$ cat src/rtl/instr_sequencer.sv
// -----------------------------------------------------------------------------
// instr_sequencer
//
// Multi-cycle control FSM for the RV64 datapath. It fetches one 32-bit
// instruction over a req/ack handshake, decodes it, holds the ALU/regfile
// controls for one execute cycle, then writes back and advances the PC.
// Sequence: IDLE -> FETCH -> DECODE -> EXEC -> WB -> (FETCH | IDLE).
// A fetch that sees no ack within FETCH_TIMEOUT cycles is abandoned. The
// sticky fetch_err flag is set and the FSM returns to IDLE. The next start
// retries the fetch at the same PC.
//
// Only addi and add are legal. Any other instruction raises `illegal`.
//
// Optional feature (compile-time macro TRAP_ON_ILLEGAL_EN):
//   defined   : an illegal instruction sends DECODE -> HALT. HALT holds the PC
//               of the faulting instruction, keeps busy low, never retires,
//               and is left only through rst.
//   undefined : an illegal instruction runs as a NOP. There is no reg_write,
//               the instruction still retires, and the PC advances.
//
// Ports
//   clk         in   1     rising-edge clock
//   rst         in   1     asynchronous, active-high reset
//   start       in   1     run request, sampled in IDLE and WB
//   imem_req    out  1     fetch request, high for every FETCH cycle
//   imem_addr   out  XLEN  fetch address (the PC), stable while imem_req high
//   imem_ack    in   1     fetch complete; imem_rdata valid this cycle
//   imem_rdata  in   32    instruction word
//   alu_op      out  4     4'b0001 add, 4'b0000 none
//   immediate   out  1     ALU operand B: 1 = imm, 0 = rs2
//   reg_write   out  1     regfile write enable, one cycle in WB
//   rd/rs1/rs2  out  5     register fields of the latched instruction
//   imm         out  XLEN  I-type immediate, sign-extended
//   busy        out  1     high outside IDLE/HALT
//   retire      out  1     one-cycle pulse in WB
//   illegal     out  1     latched instruction is neither addi nor add
//   fetch_err   out  1     sticky fetch-timeout flag, cleared on next start
// -----------------------------------------------------------------------------
module instr_sequencer #(
  parameter int unsigned     XLEN          = 64,
  parameter logic [XLEN-1:0] RESET_PC      = '0,
  parameter int unsigned     FETCH_TIMEOUT = 15
) (
  input  logic            clk,
  input  logic            rst,
  input  logic            start,
  output logic            imem_req,
  output logic [XLEN-1:0] imem_addr,
  input  logic            imem_ack,
  input  logic [31:0]     imem_rdata,
  output logic [3:0]      alu_op,
  output logic            immediate,
  output logic            reg_write,
  output logic [4:0]      rd,
  output logic [4:0]      rs1,
  output logic [4:0]      rs2,
  output logic [XLEN-1:0] imm,
  output logic            busy,
  output logic            retire,
  output logic            illegal,
  output logic            fetch_err
);

  typedef enum logic [2:0] {
    S_IDLE,
    S_FETCH,
    S_DECODE,
    S_EXEC,
    S_WB,
    S_HALT
  } state_t;

  localparam logic [6:0] OPC_OP_IMM = 7'b0010011;
  localparam logic [6:0] OPC_OP     = 7'b0110011;
  localparam logic [3:0] ALU_NONE   = 4'b0000;
  localparam logic [3:0] ALU_ADD    = 4'b0001;

  // The counter only has to reach FETCH_TIMEOUT-1: the timeout fires in the
  // FETCH_TIMEOUT-th cycle rather than one cycle later.
  localparam int unsigned     CNT_W    = (FETCH_TIMEOUT < 2) ? 1 : $clog2(FETCH_TIMEOUT);
  localparam logic [CNT_W-1:0] CNT_LAST = CNT_W'(FETCH_TIMEOUT - 1);

  state_t            state;
  logic [XLEN-1:0]   pc;
  logic [XLEN-1:0]   pc_next;
  logic [CNT_W-1:0]  fetch_cnt;
  logic              dec_addi;
  logic              dec_add;

  // Decode straight from the incoming word so that the control outputs are
  // already valid during the DECODE cycle that follows the ack.
  assign dec_addi = (imem_rdata[6:0] == OPC_OP_IMM) && (imem_rdata[14:12] == 3'b000);
  assign dec_add  = (imem_rdata[6:0] == OPC_OP) && (imem_rdata[14:12] == 3'b000) &&
                    (imem_rdata[31:25] == 7'b0000000);

  // Natural modulo-2^XLEN wrap from 2^XLEN-4 to 0.
  assign pc_next = pc + XLEN'(4);

  always_ff @(posedge clk or posedge rst) begin
    if (rst) begin
      state     <= S_IDLE;
      pc        <= RESET_PC;
      fetch_cnt <= '0;
      imem_req  <= 1'b0;
      imem_addr <= '0;
      alu_op    <= ALU_NONE;
      immediate <= 1'b0;
      reg_write <= 1'b0;
      rd        <= '0;
      rs1       <= '0;
      rs2       <= '0;
      imm       <= '0;
      busy      <= 1'b0;
      retire    <= 1'b0;
      illegal   <= 1'b0;
      fetch_err <= 1'b0;
    end else begin
      // NOTE: non-blocking defaults here make reg_write/retire single-cycle
      // pulses; a later assignment in the same pass simply overrides them.
      reg_write <= 1'b0;
      retire    <= 1'b0;

      case (state)
        S_IDLE: begin
          if (start) begin
            state     <= S_FETCH;
            imem_req  <= 1'b1;
            imem_addr <= pc;
            busy      <= 1'b1;
            fetch_err <= 1'b0;
          end
        end

        S_FETCH: begin
          // An ack in the timeout cycle is tested first, so it still succeeds.
          if (imem_ack) begin
            state     <= S_DECODE;
            imem_req  <= 1'b0;
            fetch_cnt <= '0;
            rd        <= imem_rdata[11:7];
            rs1       <= imem_rdata[19:15];
            rs2       <= imem_rdata[24:20];
            imm       <= {{(XLEN-12){imem_rdata[31]}}, imem_rdata[31:20]};
            if (dec_addi) begin
              alu_op    <= ALU_ADD;
              immediate <= 1'b1;
              illegal   <= 1'b0;
            end else if (dec_add) begin
              alu_op    <= ALU_ADD;
              immediate <= 1'b0;
              illegal   <= 1'b0;
            end else begin
              alu_op    <= ALU_NONE;
              immediate <= 1'b0;
              illegal   <= 1'b1;
            end
          end else if (fetch_cnt == CNT_LAST) begin
            state     <= S_IDLE;
            imem_req  <= 1'b0;
            busy      <= 1'b0;
            fetch_err <= 1'b1;
            fetch_cnt <= '0;
          end else begin
            fetch_cnt <= fetch_cnt + CNT_W'(1);
          end
        end

        S_DECODE: begin
`ifdef TRAP_ON_ILLEGAL_EN
          if (illegal) begin
            state <= S_HALT;
            busy  <= 1'b0;
          end else begin
            state <= S_EXEC;
          end
`else
          state <= S_EXEC;
`endif
        end

        S_EXEC: begin
          // Writes to x0 are discarded, and illegal instructions behave as NOPs.
          state     <= S_WB;
          reg_write <= !illegal && (rd != 5'd0);
          retire    <= 1'b1;
        end

        S_WB: begin
          pc <= pc_next;
          if (start) begin
            state     <= S_FETCH;
            imem_req  <= 1'b1;
            imem_addr <= pc_next;
          end else begin
            state <= S_IDLE;
            busy  <= 1'b0;
          end
        end

        S_HALT: begin
          // Left only through rst.
        end

        default: begin
          state    <= S_IDLE;
          imem_req <= 1'b0;
          busy     <= 1'b0;
        end
      endcase
    end
  end

endmodule

$ cat config.mk
export PLATFORM = sky130hd
export DESIGN_NAME = instr_sequencer
export DESIGN_NICKNAME = d
export VERILOG_FILES = /design/src/rtl/instr_sequencer.sv
export SDC_FILE = /design/constraint.sdc
export NUM_CORES = 1
export LEC_CHECK = 0
export CAP_MARGIN = 20
export CELL_PAD_IN_SITES_DETAIL_PLACEMENT = 1
export CELL_PAD_IN_SITES_GLOBAL_PLACEMENT = 2
export CORE_MARGIN = 2
export CORE_UTILIZATION = 34
export CTS_CLUSTER_DIAMETER = 100
export DETAILED_ROUTE_END_ITERATION = 16
export PLACE_DENSITY = 0.94
export SKIP_LAST_GASP = 1
export SYNTH_ARGS = -nofsm -noshare
export SYNTH_HDL_FRONTEND = slang
export SYNTH_SLANG_ARGS = --single-unit
$ cat constraint.sdc
create_clock -name clk -period 12.8 [get_ports clk]
set_input_delay 2.56 -clock clk [delete_from_list [all_inputs] [get_ports clk]]
set_output_delay 2.56 -clock clk [all_outputs]
set_load 0.02 [all_outputs]
==> flow_results.xml <==
<?xml version="1.0" encoding="UTF-8"?>
<metrics>
  <group name="timing">
    <metric name="hold_violations" unit="">0</metric>
    <metric name="final.setup_skew" unit="ns">0.0161</metric>
    <metric name="finalWorstPathRequiredPeriod" unit="ns">4.46</metric>
    <metric name="grt_setup_unrepaired" unit="">no</metric>
    <metric name="timing_max_transition_violations_final" unit="">0</metric>
    <metric name="setup_viol" unit="">0</metric>
    <metric name="worst-slew-pin-transition" unit="ns">0.927</metric>
    <metric name="max_slew_margin" unit="%">38.2</metric>
    <metric name="setup-tns-final" unit="ns">0</metric>
    <metric name="fin_crit_share" unit="%">34.9</metric>
    <metric name="max_clock_freq" unit="MHz">224</metric>
  </group>
  <group name="global_route">
    <metric name="grt_pass1_wl" unit="um">30900</metric>
    <metric name="number_of_global_route_vias_before_repair" unit="">5489</metric>
    <metric name="grt_antenna_before_repair" unit="">0</metric>
    <metric name="grt.overflow.total" unit="">0</metric>
    <metric name="grt_max_degree" unit="">88</metric>
    <metric name="grt_use_total" unit="%">16.7</metric>
  </group>
  <group name="clock_network">
    <metric name="worst_setup_hold_path_clk_slew" unit="ns">0.07</metric>
    <metric name="cts_sinks" unit="">161</metric>
    <metric name="htree_num_levels" unit="">4</metric>
    <metric name="insertion_delay" unit="ns">0.43</metric>
    <metric name="ctsHoldBuffers" unit="">0</metric>
    <metric name="cts.path.max_buffers" unit="">2</metric>
    <metric name="cts.repair_timing.setup_buffer_count" unit="">0</metric>
    <metric name="cts_tree" unit="">done</metric>
    <metric name="clock_tree.root_cell" unit="">clkbuf_16</metric>
    <metric name="cts_resized" unit="">0</metric>
    <metric name="tritoncts.num_buffers" unit="">17</metric>
  </group>
  <group name="layout">
    <metric name="fillCellCount" unit="">2251</metric>
    <metric name="nNetsFinal" unit="">802</metric>
    <metric name="drive_gt1_share" unit="%">18.7</metric>
    <metric name="syn_to_final_growth" unit="%">30.9</metric>
    <metric name="n_antenna_cell" unit="">0</metric>
    <metric name="finish.utilization" unit="%">45.1</metric>
  </group>
  <group name="yosys">
    <metric name="ys_dominant_reg_cell" unit="">dfrtp_1</metric>
    <metric name="syn-mean-instance-area" unit="um2">11.9</metric>
    <metric name="synth.lib_cells_used.distinct" unit="">47</metric>
    <metric name="synth.cell_area" unit="um2">7470</metric>
    <metric name="post_synth_inst_count" unit="">629</metric>
    <metric name="synth_top_area_cell" unit="">dfrtp_1</metric>
    <metric name="postSynth.asyncResetShare" unit="%">100</metric>
    <metric name="post-synth-top-area-fraction" unit="%">54.0</metric>
    <metric name="synthesis.yosys.warnings" unit="">0</metric>
    <metric name="synth_area_leaders" unit="">dfrtp_1 (54%), mux2_2 (13%), buf_4 (6.3%)</metric>
    <metric name="synth-seq-area-share" unit="%">54.0</metric>
    <metric name="synth_enable_flop_cells" unit="">0</metric>
    <metric name="synth_seq_cells" unit="">161</metric>
  </group>
  <group name="setup_path">
    <metric name="cp_max_fo" unit="">44</metric>
    <metric name="worst-setup-path-type" unit="">reg -&gt; out</metric>
    <metric name="reg2reg_from" unit="">state[1]</metric>
    <metric name="setup.worst_path.start_class" unit="">flip-flop</metric>
    <metric name="worstSetupStartpoint" unit="">imm[11]</metric>
    <metric name="critPathRequiredTime" unit="ns">10.24</metric>
    <metric name="regToRegSetupSlack" unit="ns">9.91</metric>
    <metric name="arrival" unit="ns">1.90</metric>
    <metric name="end_kind" unit="">primary output</metric>
    <metric name="timing.critical_path.to" unit="">imm[11]</metric>
    <metric name="regToRegEndpoint" unit="">imem_addr[63]</metric>
    <metric name="r2r_cells" unit="">6</metric>
  </group>
  <group name="die">
    <metric name="io_pins" unit="">190</metric>
    <metric name="die_width" unit="um">152</metric>
    <metric name="placement_rows" unit="">54</metric>
    <metric name="starting_density_of_the_core" unit="%">34.4</metric>
    <metric name="coreArea" unit="um2">21700</metric>
    <metric name="dieHeight" unit="um">152</metric>
    <metric name="floorplan.die_area" unit="um2">23200</metric>
  </group>
  <group name="status">
    <metric name="outcome" unit="">completed</metric>
  </group>
  <group name="flow_run">
    <metric name="drv_cap" unit="">0</metric>
  </group>
  <group name="placement">
    <metric name="gp_congestion" unit="">0.795</metric>
    <metric name="buffer_ports.inserted" unit="">184</metric>
    <metric name="dp_hpwl" unit="um">13500</metric>
  </group>
  <group name="pwr">
    <metric name="leak" unit="nW">4.33</metric>
    <metric name="power.density_cell_area" unit="nW/um2">183</metric>
    <metric name="peakVddDrop" unit="mV">0.127</metric>
  </group>
  <group name="detailed_routing">
    <metric name="wl_per_cell" unit="um">17.8</metric>
    <metric name="drc_errors" unit="">0</metric>
    <metric name="initialDrtViolationCount" unit="">165</metric>
    <metric name="drtAntennaViolNets" unit="">0</metric>
    <metric name="detail_route.first_pass.iterations" unit="">4</metric>
    <metric name="finalWirelength" unit="um">18800</metric>
    <metric name="post_drt_via_cell_ratio" unit="">4.88</metric>
    <metric name="vias" unit="">5150</metric>
  </group>
  <group name="min_path">
    <metric name="kind_of_path_behind_the_tightest_hold_check" unit="">reg -&gt; reg</metric>
    <metric name="timing.hold.worst_path_depth" unit="">1</metric>
  </group>
</metrics>
[worst max-delay path, cell delays in order, from the launching register on]
cell	delay, ns
dfrtp_1	0.58
buf_16	0.24
clkdlybuf4s50_1	0.65
[cells by family after synthesis]
family                     share of synthesized area, %
DFF                                                54.0
muxes                                              12.8
buffers and inverters                              7.91
adders and majority gates                         0.503
xor gates and xnor gates                           7.47
other                                            0.0502
AOI/OAI and AO/OA                                  1.96
and+or+nand+nor                                    15.3
[sequential cells by signal, indices dropped and copies added, names as in the netlist, 3 cells and up]
name	cells
fetch_cnt	4
imem_addr	62
imm	8
pc	62
rd	5
rs1	5
rs2	4
state	3
[layout make-up]
type	count	area, um2	share of cell area (%)
clock inverter	14	131	1.34
inverter	16	65.1	0.666
tap	280	350	3.58
sequential	161	4030	41.2
timing repair buffer	188	1890	19.4
multi-input combinational	379	2870	29.3
clock buffer	18	439	4.49
[synth_stat cells, types with 4 or more instances]
| cell | n |
|---|---|
| o21ai_0 | 11 |
| dfrtp_1 | 161 |
| buf_4 | 63 |
| clkbuf_1 | 10 |
| nand3_1 | 25 |
| nor2_1 | 34 |
| nor3_1 | 16 |
| inv_1 | 16 |
| and2_1 | 5 |
| and3_1 | 6 |
| xnor2_1 | 30 |
| buf_2 | 4 |
| nand4_1 | 27 |
| nand2_1 | 41 |
| nor4_2 | 5 |
| mux2_2 | 85 |
| xor2_1 | 30 |
| nor4_1 | 15 |
[cell usage in the layout, fill, tap and decap left out, drive strengths merged, types with 19 or more instances in the layout]
cell and count:
nand3 25, mux2 85, clkdlybuf4s50 184, xnor2 32
inv 19, nand2 41, nand4 31, nor2 34
dfrtp 161, nor4 22, xor2 30
[metrics by stage]
stage | worst slack (ns) | hold WS [ns] | instances | cell area (um2) | total power, mW
2_1_floorplan | 5.89 | 0.433 | 633 | 7480 | 1.10
3_3_place_gp | 8.12 | 0.447 | 1023 | 9180 | 1.29
3_5_place_dp | 8.11 | 0.485 | 1024 | 9200 | 1.32
4_1_cts | 8.29 | 0.497 | 1056 | 9770 | 1.82
5_1_grt | 8.23 | 0.513 | 1056 | 9770 | 1.88
6_report | 8.34 | 0.489 | 1056 | 9770 | 1.79
[layer usage]
metal / GRT usage [%] / vias to the layer above / routed length (um)
met5: 0 / - / 0
met4: 4.14 / 0 / 185
met3: 5.06 / 15 / 1120
met2: 27.1 / 127 / 9140
met1: 22.0 / 2599 / 8340
li1: - / 2409 / -
[report_power, final]
part	leakage [nW]	switching (mW)	internal, mW
Sequential	2.18	0.0564	0.568
Combinational	1.87	0.346	0.332
Clock	0.281	0.216	0.275
Total	4.33	0.618	1.18
[worst min-delay path by stage]
stage	startpoint	end	slack, ns
after global routing	illegal	reg_write	0.51
after CTS	illegal	reg_write	0.50
after global placement	pc[63]	pc[63]	0.45
after detailed placement	pc[62]	pc[62]	0.49
after floorplan	pc[63]	pc[63]	0.43
final	illegal	reg_write	0.49
No activity file was read; power rests on OpenSTA's default activity.
